==> src/rtl/mem_load_store_unit.sv <==
// Data-memory load/store unit: alignment check, lane steering,
// single outstanding bus access with ack timeout.
module mem_load_store_unit #(
   parameter int unsigned TIMEOUT_CYCLES = 255
) (
   input  logic        Clk,
   input  logic        Reset_n,
   input  logic [31:0] ALU_Result_MEM,
   input  logic [31:0] Write_Data_MEM,
   input  logic        MemRead_MEM,
   input  logic        MemWrite_MEM,
   input  logic [1:0]  Mem_Size_MEM,
   input  logic        Mem_Signed_MEM,
   output logic [31:0] Read_Data_MEM,
   output logic        Stall_MEM,
   output logic        Misaligned_MEM,
   output logic        Bus_Error,
   output logic        Mem_Req,
   output logic        Mem_We,
   output logic [31:0] Mem_Addr,
   output logic [31:0] Mem_Wdata,
   output logic [3:0]  Mem_Be,
   input  logic        Mem_Ack,
   input  logic [31:0] Mem_Rdata
);

   localparam int CW = $clog2(TIMEOUT_CYCLES + 1);

   typedef enum logic [1:0] {
      IDLE,
      REQ,
      DONE
   } state_t;

   state_t        state;
   state_t        state_nxt;
   logic [CW-1:0] count;
   logic          access;
   logic          is_write;
   logic          aligned;
   logic          start;
   logic          timeout;
   logic [3:0]    be;
   logic [31:0]   wdata;
   logic [1:0]    lo_q;
   logic [1:0]    size_q;
   logic          sgn_q;
   logic [31:0]   lane;
   logic [31:0]   load;

   assign access   = MemRead_MEM | MemWrite_MEM;
   assign is_write = MemWrite_MEM & ~MemRead_MEM;
   assign start    = (state == IDLE) & access & aligned;
   assign timeout  = (count == CW'(TIMEOUT_CYCLES - 1));

   // Reset gating keeps the combinational stall at 0 while held in reset.
   assign Stall_MEM = Reset_n & (start | (state == REQ));

   // Alignment check plus byte-enable and lane-replicated store data.
   always_comb begin
      aligned = 1'b0;
      be      = 4'b0000;
      wdata   = Write_Data_MEM;
      case (Mem_Size_MEM)
         2'b00: begin
            aligned = 1'b1;
            be      = 4'b0001 << ALU_Result_MEM[1:0];
            wdata   = {4{Write_Data_MEM[7:0]}};
         end
         2'b01: begin
            aligned = ~ALU_Result_MEM[0];
            be      = ALU_Result_MEM[1] ? 4'b1100 : 4'b0011;
            wdata   = {2{Write_Data_MEM[15:0]}};
         end
         2'b10: begin
            aligned = (ALU_Result_MEM[1:0] == 2'b00);
            be      = 4'b1111;
         end
         default: aligned = 1'b0;
      endcase
   end

   // Select the addressed lane of the read word and extend it.
   always_comb begin
      lane = Mem_Rdata >> {lo_q, 3'b000};
      case (size_q)
         2'b00:   load = {{24{sgn_q & lane[7]}}, lane[7:0]};
         2'b01:   load = {{16{sgn_q & lane[15]}}, lane[15:0]};
         default: load = lane;
      endcase
   end

   // Next-state logic; ack wins over a simultaneous timeout.
   always_comb begin
      state_nxt = state;
      unique case (state)
         IDLE:    if (start) state_nxt = REQ;
         REQ:     if (Mem_Ack || timeout) state_nxt = DONE;
         DONE:    state_nxt = IDLE;
         default: state_nxt = IDLE;
      endcase
   end

   // State register.
   always_ff @(posedge Clk or negedge Reset_n) begin
      if (!Reset_n) state <= IDLE;
      else          state <= state_nxt;
   end

   // Bus outputs, cycle counter, pulses and the load result register.
   always_ff @(posedge Clk or negedge Reset_n) begin
      if (!Reset_n) begin
         count          <= '0;
         Read_Data_MEM  <= '0;
         Misaligned_MEM <= 1'b0;
         Bus_Error      <= 1'b0;
         Mem_Req        <= 1'b0;
         Mem_We         <= 1'b0;
         Mem_Addr       <= '0;
         Mem_Wdata      <= '0;
         Mem_Be         <= '0;
         lo_q           <= '0;
         size_q         <= '0;
         sgn_q          <= 1'b0;
      end else begin
         Misaligned_MEM <= (state == IDLE) & access & ~aligned;
         Bus_Error      <= (state == REQ) & ~Mem_Ack & timeout;
         if (start) begin
            count     <= '0;
            Mem_Req   <= 1'b1;
            Mem_We    <= is_write;
            Mem_Addr  <= {ALU_Result_MEM[31:2], 2'b00};
            Mem_Wdata <= wdata;
            Mem_Be    <= be;
            lo_q      <= ALU_Result_MEM[1:0];
            size_q    <= Mem_Size_MEM;
            sgn_q     <= Mem_Signed_MEM;
         end else if (state == REQ) begin
            if (Mem_Ack) begin
               Mem_Req <= 1'b0;
               if (!Mem_We) Read_Data_MEM <= load;
            end else if (timeout) begin
               Mem_Req <= 1'b0;
               if (!Mem_We) Read_Data_MEM <= '0;
            end else begin
               count <= count + 1'b1;
            end
         end
      end
   end

endmodule

==> config.mk <==
export PLATFORM = sky130hd
export DESIGN_NAME = mem_load_store_unit
export DESIGN_NICKNAME = d
export VERILOG_FILES = /design/src/rtl/mem_load_store_unit.sv
export SDC_FILE = /design/constraint.sdc
export NUM_CORES = 1
export LEC_CHECK = 0
export ABC_AREA = 1
export ABC_CLOCK_PERIOD_IN_PS = 1800
export BUFFER_PORTS_ARGS = -buffer_cell sky130_fd_sc_hd__buf_2
export CAP_MARGIN = 20
export CORE_MARGIN = 4
export CORE_UTILIZATION = 40
export DETAILED_ROUTE_END_ITERATION = 10
export HOLD_SLACK_MARGIN = 0.1
export PLACE_DENSITY = 0.67
export SYNTH_ARGS = -nofsm -noshare
export SYNTH_HDL_FRONTEND = slang
export SYNTH_SLANG_ARGS = --single-unit
export TNS_END_PERCENT = 30
==> constraint.sdc <==
create_clock -name Clk -period 1.8 [get_ports Clk]
set_input_delay 0.09 -clock Clk [delete_from_list [all_inputs] [get_ports Clk]]
set_output_delay 0.09 -clock Clk [all_outputs]
set_load 0.05 [all_outputs]
==> results_dict.tcl, run 1 <==
set metrics [dict create \
    setup_viol 0 \
    clk_pin_slew_worst_paths_ns 0.05 \
    clockBufferDepth 2 \
    grt_pass1_wl_mm 29.93 \
    die_h_um 127.0 \
    core.rowCount 43 \
    fin_skew_ns 0.005965 \
    path_max_fanout 11 \
    syn-instance-count 709 \
    critical_path_class "in2out" \
    finalInstanceArea_mm2 0.008437 \
    crit_path_end_kind "output port" \
    synth_seq_cells 117 \
    routed_wl_mm 18.16 \
    min_path_type "in2reg" \
    rsz0062_at_grt "true" \
    synth.area.mux_share_pct 0 \
    synth-compound-area-share_pct 13.00 \
    antenna_found_initial 0 \
    reg2reg_from "count[0]$_DFFE_PN0P_" \
    io_pins 209 \
    synthSimpleGateAreaFrac_pct 27.09 \
    final_cell_mix "nand2_1, buf_2, dfrtp_1" \
    synthXorXnorAreaFrac_pct 0.1545 \
    hold_start "Mem_Rdata[7]" \
    cts_buffers 17 \
    synth.avg_cell_area_um2 7.994 \
    seq_power_share_pct 28.5 \
    drt-pass1-iter-count 6 \
    ant_nets 0 \
    start_kind "input pin" \
    worstPathArrival_ns 1.67 \
    grt_util_all_layers_pct 22.98 \
    max_freq_mhz 567.5 \
    die_area_mm2 0.01614 \
    hold_path_end "Read_Data_MEM[7]$_DFFE_PN0P_" \
    worst_r2r_endpoint "Read_Data_MEM[2]$_DFFE_PN0P_" \
    whs_path_depth 5 \
    regArea_mm2 0.002928 \
    fill_cells 1209 \
    synth_top_family_by_area "simple AND/OR/NAND/NOR gates" \
    synth-edff-count 0 \
    dp_hpwl_mm 11.88 \
    period_share_pct 97.90 \
    mostFrequentLayoutCell "nand2_1" \
    cts_max_level 4 \
    wl_per_cell_um 15.30 \
    cts_sinks 117 \
    cts_tree "yes" \
    core_region_area_mm2 0.01388 \
    critPathRequiredTime_ns 1.71 \
    vias_per_cell 4.968 \
    clk_latency_ns 0.41 \
    nets 1101 \
    finalHoldViolCount 0 \
    async_reset_ff_share_pct 100.0 \
    cts_root_buffer "clkbuf_16" \
    area_delta_synth_final_pct 48.85 \
    grt_max_degree 118 \
    grt_overflow_total 0 \
    dpl_cell_area_mm2 0.006870 \
    p_comb_share_pct 46.6 \
    worst_slew_pin_slew_ns 0.6759 \
    status "finished clean" \
    finalPower_uw 14440 \
    p_int_uw 7639 \
    gp_congestion 0.8888 \
    synth_seq_area_share_pct 51.66 \
    vdd_drop_max_uv 1070 \
    p_sw_share_pct 47.11 \
    synth_warnings 0 \
    finalMaxSlewViolations 0 \
    io_buffers 206 \
    dieWidth_um 127.0 \
    drive_above_1_share_pct 28.90 \
    worst_r2r_path_depth 11 \
    reg2reg_slack_ns 0.14 \
    clkPwrFrac_pct 24.8 \
    fin_crit_ns 1.762 \
    max_slew_margin_pct 54.94 \
    power.density_mw_per_mm2 1712 \
    multi_input_area_mm2 0.002361 \
    dr.first_iter.drc_count 449 \
    p_leak_uw 0.004527 \
    switchingPower_uw 6806 \
    synth_top_area_cell "dfrtp_1" \
    cap_violations 0 \
    grt_pass1_vias 6036 \
    start_util_pct 40.83 \
    vias 5897 \
    synth.distinct_cells 33 \
    drc 0 \
    synth_flop_cell "dfrtp_1" \
    antenna_cells 0 \
    synth_top_area_share_pct 51.66 \
    synth_adder_area_share_pct 0.4415 \
    syn_area_mm2 0.005668 \
    synth.area.top_cells "dfrtp_1, nand2_1, o21ai_0" \
]
==> worst max-delay path, cell delays in order <==
cell and delay, ns:
dlygate4sd3_1 0.55, buf_2 0.16, inv_2 0.06, nand2_1 0.08, nand2_2 0.10, nand3_4 0.09, buf_4 0.20, a21boi_4 0.17
buf_8 0.17
==> state kept, by name (all words and copies together), names as in the netlist <==
register	cells
state	2
Mem_Addr	30
lo_q	2
Bus_Error	1
Misaligned_MEM	1
Read_Data_MEM	32
Mem_We	1
sgn_q	1
Mem_Wdata	32
size_q	2
Mem_Be	4
count	8
Mem_Req	1
==> power groups by stage <==
stage / combinational (uW) / sequential (uW) / clock [uW]
2_1_floorplan: 1910 / 6990 / 0
3_3_place_gp: 6380 / 4140 / 0
3_5_place_dp: 6480 / 4120 / 0
4_1_cts: 6640 / 4120 / 3640
5_1_grt: 7220 / 4250 / 3780
6_report: 6730 / 4120 / 3590
==> final cells by class <==
type	instances	share of cell area, %
clock buffer	24	6.066
clock inverter	7	1.394
inverter	43	2.032
multi-input combinational	504	27.98
sequential	117	34.70
tap	180	2.669
timing repair buffer	312	25.15
==> how the worst max path moves through the flow <==
| stage | from | to | slack [ns] | cells past startpoint |
|---|---|---|---|---|
| 2_1_floorplan | state[1]$_DFFE_PN0P_ | Stall_MEM | 0.21 | 7 |
| 3_3_place_gp | count[0]$_DFFE_PN0P_ | Read_Data_MEM[21]$_DFFE_PN0P_ | 0.11 | 11 |
| 3_5_place_dp | count[0]$_DFFE_PN0P_ | Read_Data_MEM[7]$_DFFE_PN0P_ | 0.04 | 11 |
| 4_1_cts | Mem_Size_MEM[1] | Stall_MEM | 0.003 | 9 |
| 5_1_grt | state[0]$_DFFE_PN0P_ | Stall_MEM | -0.05 | 7 |
| 6_report | Mem_Size_MEM[1] | Stall_MEM | 0.04 | 9 |
==> cell families (layout without fill, tap and decap cells) <==
family                     count (synthesis)  count (layout)
and+or+nand+nor                          364             364
DFF                                      117             117
buffers and inverters                     89             386
adders and majority gates                  2               2
xor gates and xnor gates                   1               1
AOI/OAI and AO/OA                        135             135
other                                      1               2
==> routing by layer <==
metal / vias up / GRT usage, % / part of all wire (%)
met5: - / 0 / 0
met4: 0 / 7.508 / 2.1
met3: 33 / 7.525 / 8.2
met2: 219 / 37.80 / 49
met1: 2772 / 28.76 / 41
li1: 2873 / - / -
==> per-stage QoR <==
stage                     setup WS (ns)  setup TNS (ns)  util, %  std cells  hold WS (ns)
after floorplan                  0.2131               0        -        710       -0.2056
after global placement           0.1071               0    49.50       1071        0.2835
after detailed placement        0.03724               0    49.50       1071        0.2851
after CTS                      0.002532               0    60.01       1184        0.1157
after global routing           -0.04571        -0.08800    60.78       1187        0.1475
final                           0.03780               0    60.78       1187        0.1329
==> cells in the mapped netlist (12+ instances only) <==
master    instances
nand2_1         266
dfrtp_1         117
o21ai_0          68
nand3_1          36
inv_1            35
a21oi_1          33
nor2_1           25
buf_2            18
nand4_1          18
clkbuf_1         16
o21ai_1          12
==> timing repair <==
item                                    CTS  global route
resized for setup                         3            21
gates cloned                              0             1
setup buffers                             0             2
hold buffers                             82             0
endpoints found under the setup margin    1            91
pin swaps                                 0             0
endpoints found under the hold margin   197             0
(Power assumes the default switching activity.)
==> run 2: changes to the inputs <==
CORE_MARGIN = 10   (was 4)
==> run 2 against run 1 <==
  * Cell area down 0.44%
  * Sequential power about the same
  * Die area increased by 20%
  * Critical endpoint unchanged
  * Largest cell class unchanged
  * Largest power group unchanged
==> results_dict.tcl, run 2 (synthesis gave the netlist of run 1 again) <==
set metrics [dict create \
    nets 1096 \
    gp_congestion 0.8955 \
    max_stage_delay_ns 0.39 \
    vias 5766 \
    clk_latency_ns 0.41 \
    path_max_fanout 26 \
    path_buf_inv 3 \
    vdd_drop_max_uv 1011 \
    wl_per_cell_um 16.05 \
    finalHoldViolCount 0 \
    die_h_um 139.0 \
    cts_sinks 117 \
    switchingPower_uw 6823 \
    cts_root_buffer "clkbuf_16" \
    setup_viol 0 \
    worst_slew_pin_slew_ns 0.6733 \
    grt_util_all_layers_pct 19.56 \
    mostFrequentLayoutCell "nand2_1" \
    final_cell_mix "nand2_1, buf_2, dfrtp_1" \
    cts_max_level 4 \
    p_int_uw 7664 \
    routed_wl_mm 19.01 \
    start_util_pct 40.83 \
    setup_ws_ns 0.07034 \
    p_leak_uw 0.004516 \
    whs_ns 0.1238 \
    io_pins 209 \
    vias_per_cell 4.870 \
    cts_buffers 17 \
    antenna_found_initial 1 \
    period_share_pct 96.09 \
    worstPathArrival_ns 1.64 \
    critical_path_class "reg2out" \
    grt_overflow_total 0 \
    place_ws_ns 0.06206 \
    dr.first_iter.drc_count 428 \
    power.density_mw_per_mm2 1725 \
    setup_tns_ns 0 \
    grt_max_degree 118 \
    cts_tree "yes" \
    core_region_area_mm2 0.01388 \
    cap_violations 0 \
    grt_pass1_wl_mm 30.91 \
    crit_path_end_kind "output port" \
    max_freq_mhz 578.1 \
    fin_crit_ns 1.730 \
    fin_skew_ns 0.006330 \
    reg2reg_slack_ns 0.15 \
    start_kind "flop" \
    crit_chain "inv_2 -> nand2_1 -> nor2_4 -> nand3_4 -> buf_12 -> a21boi_4 -> buf_8" \
    max_slew_margin_pct 55.12 \
    crit_family "flip-flops" \
    seq_power_share_pct 28.4 \
    rsz0062_at_grt "true" \
    min_path_type "in2reg" \
    finalNonFillerCells 1184 \
    drt-pass1-iter-count 4 \
    die_area_mm2 0.01933 \
    fill_cells 1250 \
    io_buffers 206 \
    drc 0 \
    ant_nets 0 \
    core.rowCount 43 \
    clk_pin_slew_worst_paths_ns 0.06 \
    area_delta_synth_final_pct 48.19 \
    dp_hpwl_mm 12.87 \
    critPathRequiredTime_ns 1.71 \
    grt_pass1_vias 5860 \
    clockBufferDepth 2 \
    p_comb_share_pct 46.3 \
    p_sw_share_pct 47.10 \
    place_inst 1066 \
    status "finished clean" \
    crit_path_top_delay_cell "dfrtp_1" \
    reg.largest.list "Mem_Wdata x32, Read_Data_MEM x32, Mem_Addr x30" \
    finalMaxSlewViolations 0 \
    clkPwrFrac_pct 25.3 \
    drive_above_1_share_pct 28.12 \
    dieWidth_um 139.0 \
]
## run 2: cell types whose count changed in the layout (fill, tap and decap cells not counted), sizes merged
cell / change
bufinv: +1
clkinvlp: +1
dlygate4sd3: -1
clkinv: +1
clkbuf: -4
buf: -4
inv: +1
diode: +1
bufbuf: +1
## run 2: layout make-up
| type | instances | area, um2 | area share [%] |
|---|---|---|---|
| well taps | 180 | 225.2 | 2.681 |
| clock inverters | 11 | 172.7 | 2.056 |
| inverters | 43 | 168.9 | 2.011 |
| repair buffers | 307 | 2087 | 24.85 |
| multi-input cells | 504 | 2345 | 27.92 |
| diodes | 1 | 2.502 | 0.02979 |
| clock buffers | 21 | 470.5 | 5.601 |
| flip-flops and latches | 117 | 2928 | 34.86 |
## run 2: path summary, 6_finish.rpt
kind | to | startpoint | cells past startpoint
worst max-delay path | Stall_MEM | state[1]$_DFFE_PN0P_ | 7
worst min-delay path | Read_Data_MEM[7]$_DFFE_PN0P_ | Mem_Rdata[15] | 5
worst max register to register | Read_Data_MEM[14]$_DFFE_PN0P_ | count[0]$_DFFE_PN0P_ | 11
worst min register to register | Mem_Addr[13]$_DFFE_PN0P_ | Mem_Addr[13]$_DFFE_PN0P_ | 2
max in group asynchronous | state[1]$_DFFE_PN0P_ | Reset_n | 3
min in group asynchronous | Read_Data_MEM[2]$_DFFE_PN0P_ | Reset_n | 3
## run 2: power groups by stage
stage | Combinational [uW] | Clock [uW] | Sequential [uW]
CTS | 6710 | 3730 | 4110
global placement | 6440 | 0 | 4130
finish | 6700 | 3670 | 4120
detailed placement | 6520 | 0 | 4110
global route | 7220 | 3870 | 4250
floorplan | 1910 | 0 | 6990
## run 2: what timing repair did
action / 4_1_cts / 5_1_grt
endpoints found under the setup margin: 1 / 34
pin swaps: 1 / 1
gates cloned: 1 / 0
gates resized for setup: 5 / 7
setup buffers: 2 / 1
endpoints found under the hold margin: 199 / 0
hold buffers: 81 / 0
## run 2: metal layers
metal | global-route usage [%] | up-vias | routed length [um]
li1 | - | 2863 | -
met1 | 23.43 | 2666 | 7892
met2 | 31.15 | 212 | 9050
met3 | 7.671 | 25 | 1707
met4 | 7.029 | 0 | 355
met5 | 0 | - | 0
## run 2: through the flow
step	area [um2]	total power (uW)	utilization (%)
3_5_place_dp	6845	10640	49.31
3_3_place_gp	6845	10570	49.31
5_1_grt	8399	15340	60.51
2_1_floorplan	5675	8907	-
4_1_cts	8367	14550	60.28
6_report	8399	14490	60.51
## run 2: worst reg2reg max path: cells and delay by family (launching register included)
family,cells,cell delay [ns]
fa+ha+maj,1,0.15
buf+inv,2,0.28
flops,1,0.39
simple gates,8,0.78
==> run 3: changes to the inputs <==
PLACE_DENSITY = 0.63   (was 0.67)
==> run 3 against run 2 <==
  * Clock power is 8.4% lower
  * Hold slack worse by 0.00097 ns
  * Register-to-register slack barely moved
  * Wire length increased by 1.0%
  * Final cell count grew 0.25%
  * Non-clock buffer count increased by 5
  * Largest power group unchanged
  * Highest routed layer unchanged
==> results_dict.tcl, run 3 (synthesis gave the netlist of run 1 again) <==
set metrics [dict create \
    status "finished clean" \
    core_region_area_mm2 0.01388 \
    cts_max_level 4 \
    p_leak_uw 0.004538 \
    critical_path_class "in2out" \
    grt_max_degree 50 \
    ant_nets 0 \
    finalMaxSlewViolations 0 \
    die_area_mm2 0.01933 \
    cap_violations 0 \
    dieWidth_um 139.0 \
    drt-pass1-iter-count 5 \
    crit_path_start "Mem_Size_MEM[0]" \
    worst_r2r_endpoint "Read_Data_MEM[28]$_DFFE_PN0P_" \
    start_kind "input pin" \
    worst_r2r_path_depth 11 \
    setup_ws_ns 0.07361 \
    setup_viol 0 \
    dpl_cell_area_mm2 0.006870 \
    place_inst 1071 \
    fin_crit_ns 1.726 \
    start_util_pct 40.83 \
    cts_sinks 117 \
    finalInstanceArea_mm2 0.008398 \
    reg2reg_slack_ns 0.16 \
    gp_congestion 0.8545 \
    worstPathArrival_ns 1.64 \
    vdd_drop_max_uv 1046 \
    crit_path_end_kind "output port" \
    grt_util_all_layers_pct 19.88 \
    path_max_fanout 6 \
    core.rowCount 43 \
    nets 1101 \
    power.density_mw_per_mm2 1689 \
    cts_root_buffer "clkbuf_16" \
    antenna_cells 0 \
    min_path_type "in2async" \
    setup_tns_ns 0 \
    reg.largest.list "Mem_Wdata x32, Read_Data_MEM x32, Mem_Addr x30" \
    critPathRequiredTime_ns 1.71 \
    whs_ns 0.1228 \
    vias_per_cell 4.912 \
    cts_tree "yes" \
    die_h_um 139.0 \
    mostFrequentLayoutCell "nand2_1" \
    drc 0 \
    vias 5831 \
    routed_wl_mm 19.20 \
    cts_buffers 17 \
    finalHoldViolCount 0 \
    grt_overflow_total 0 \
    grt_pass1_wl_mm 31.64 \
    antenna_found_initial 0 \
    place_ws_ns 0.003773 \
    dr.first_iter.drc_count 434 \
    wl_per_cell_um 16.17 \
    period_share_pct 95.91 \
    grt_pass1_vias 6059 \
    clk_latency_ns 0.41 \
    clockBufferDepth 2 \
    fin_skew_ns 0.007099 \
    finalNonFillerCells 1187 \
    dp_hpwl_mm 13.17 \
    drive_above_1_share_pct 28.80 \
    clk_pin_slew_worst_paths_ns 0.05 \
    reg2reg_from "count[0]$_DFFE_PN0P_" \
    io_pins 209 \
    area_delta_synth_final_pct 48.17 \
    final_cell_mix "nand2_1, buf_2, dfrtp_1" \
    max_freq_mhz 579.2 \
    io_buffers 206 \
]
## run 3: where the power goes
part | internal [uW] | leakage [uW] | switching [uW]
logic | 1690 | 0.00275 | 5010
clock network | 2200 | 0.000294 | 1170
registers | 3560 | 0.00150 | 570
## run 3: timing repair
action	4_1_cts	5_1_grt
hold buffers	79	0
gates resized for setup	4	10
gates cloned	2	0
endpoints found under the setup margin	1	34
pin swaps	0	1
buffers inserted	1	3
endpoints found under the hold margin	196	0
## run 3: layout make-up
type | instances | area, um2
fill | 1245 | 5483
sequential | 117 | 2928
multi-input combinational | 504 | 2342
timing repair buffer | 312 | 2140
clock buffer | 22 | 494.2
tap | 180 | 225.2
inverter | 43 | 168.9
clock inverter | 9 | 100.1
## run 3: how the worst max path moves through the flow
stage                               endpoint  cells past startpoint
6_report                           Stall_MEM                      9
5_1_grt                            Stall_MEM                      7
3_5_place_dp   Read_Data_MEM[28]$_DFFE_PN0P_                     11
2_1_floorplan                      Stall_MEM                      7
3_3_place_gp   Read_Data_MEM[17]$_DFFE_PN0P_                     11
4_1_cts        Read_Data_MEM[28]$_DFFE_PN0P_                     11
## run 3: per-layer routing
layer / part of all wire, % / up-vias / wire [um] / track usage [%]
met5: 0 / - / 0 / 0
met4: 2.3 / 0 / 448 / 7.304
met3: 7.6 / 36 / 1465 / 7.055
met2: 48 / 215 / 9148 / 31.75
met1: 42 / 2694 / 8134 / 24.15
li1: - / 2886 / - / -
## run 3: critical path: stages
cell           delay, ns
dlygate4sd3_1       0.54
buf_2               0.15
inv_1               0.09
nand2_1             0.09
nand2_2             0.10
nand3_4             0.11
buf_16              0.16
a21boi_4            0.14
buf_8               0.17
## run 3: per-stage QoR
step                power, uW  utilization, %
floorplan                8907               -
global placement        10570           49.50
detailed placement      10620           49.50
CTS                     14250           60.11
global route            15030           60.50
finish                  14190           60.50
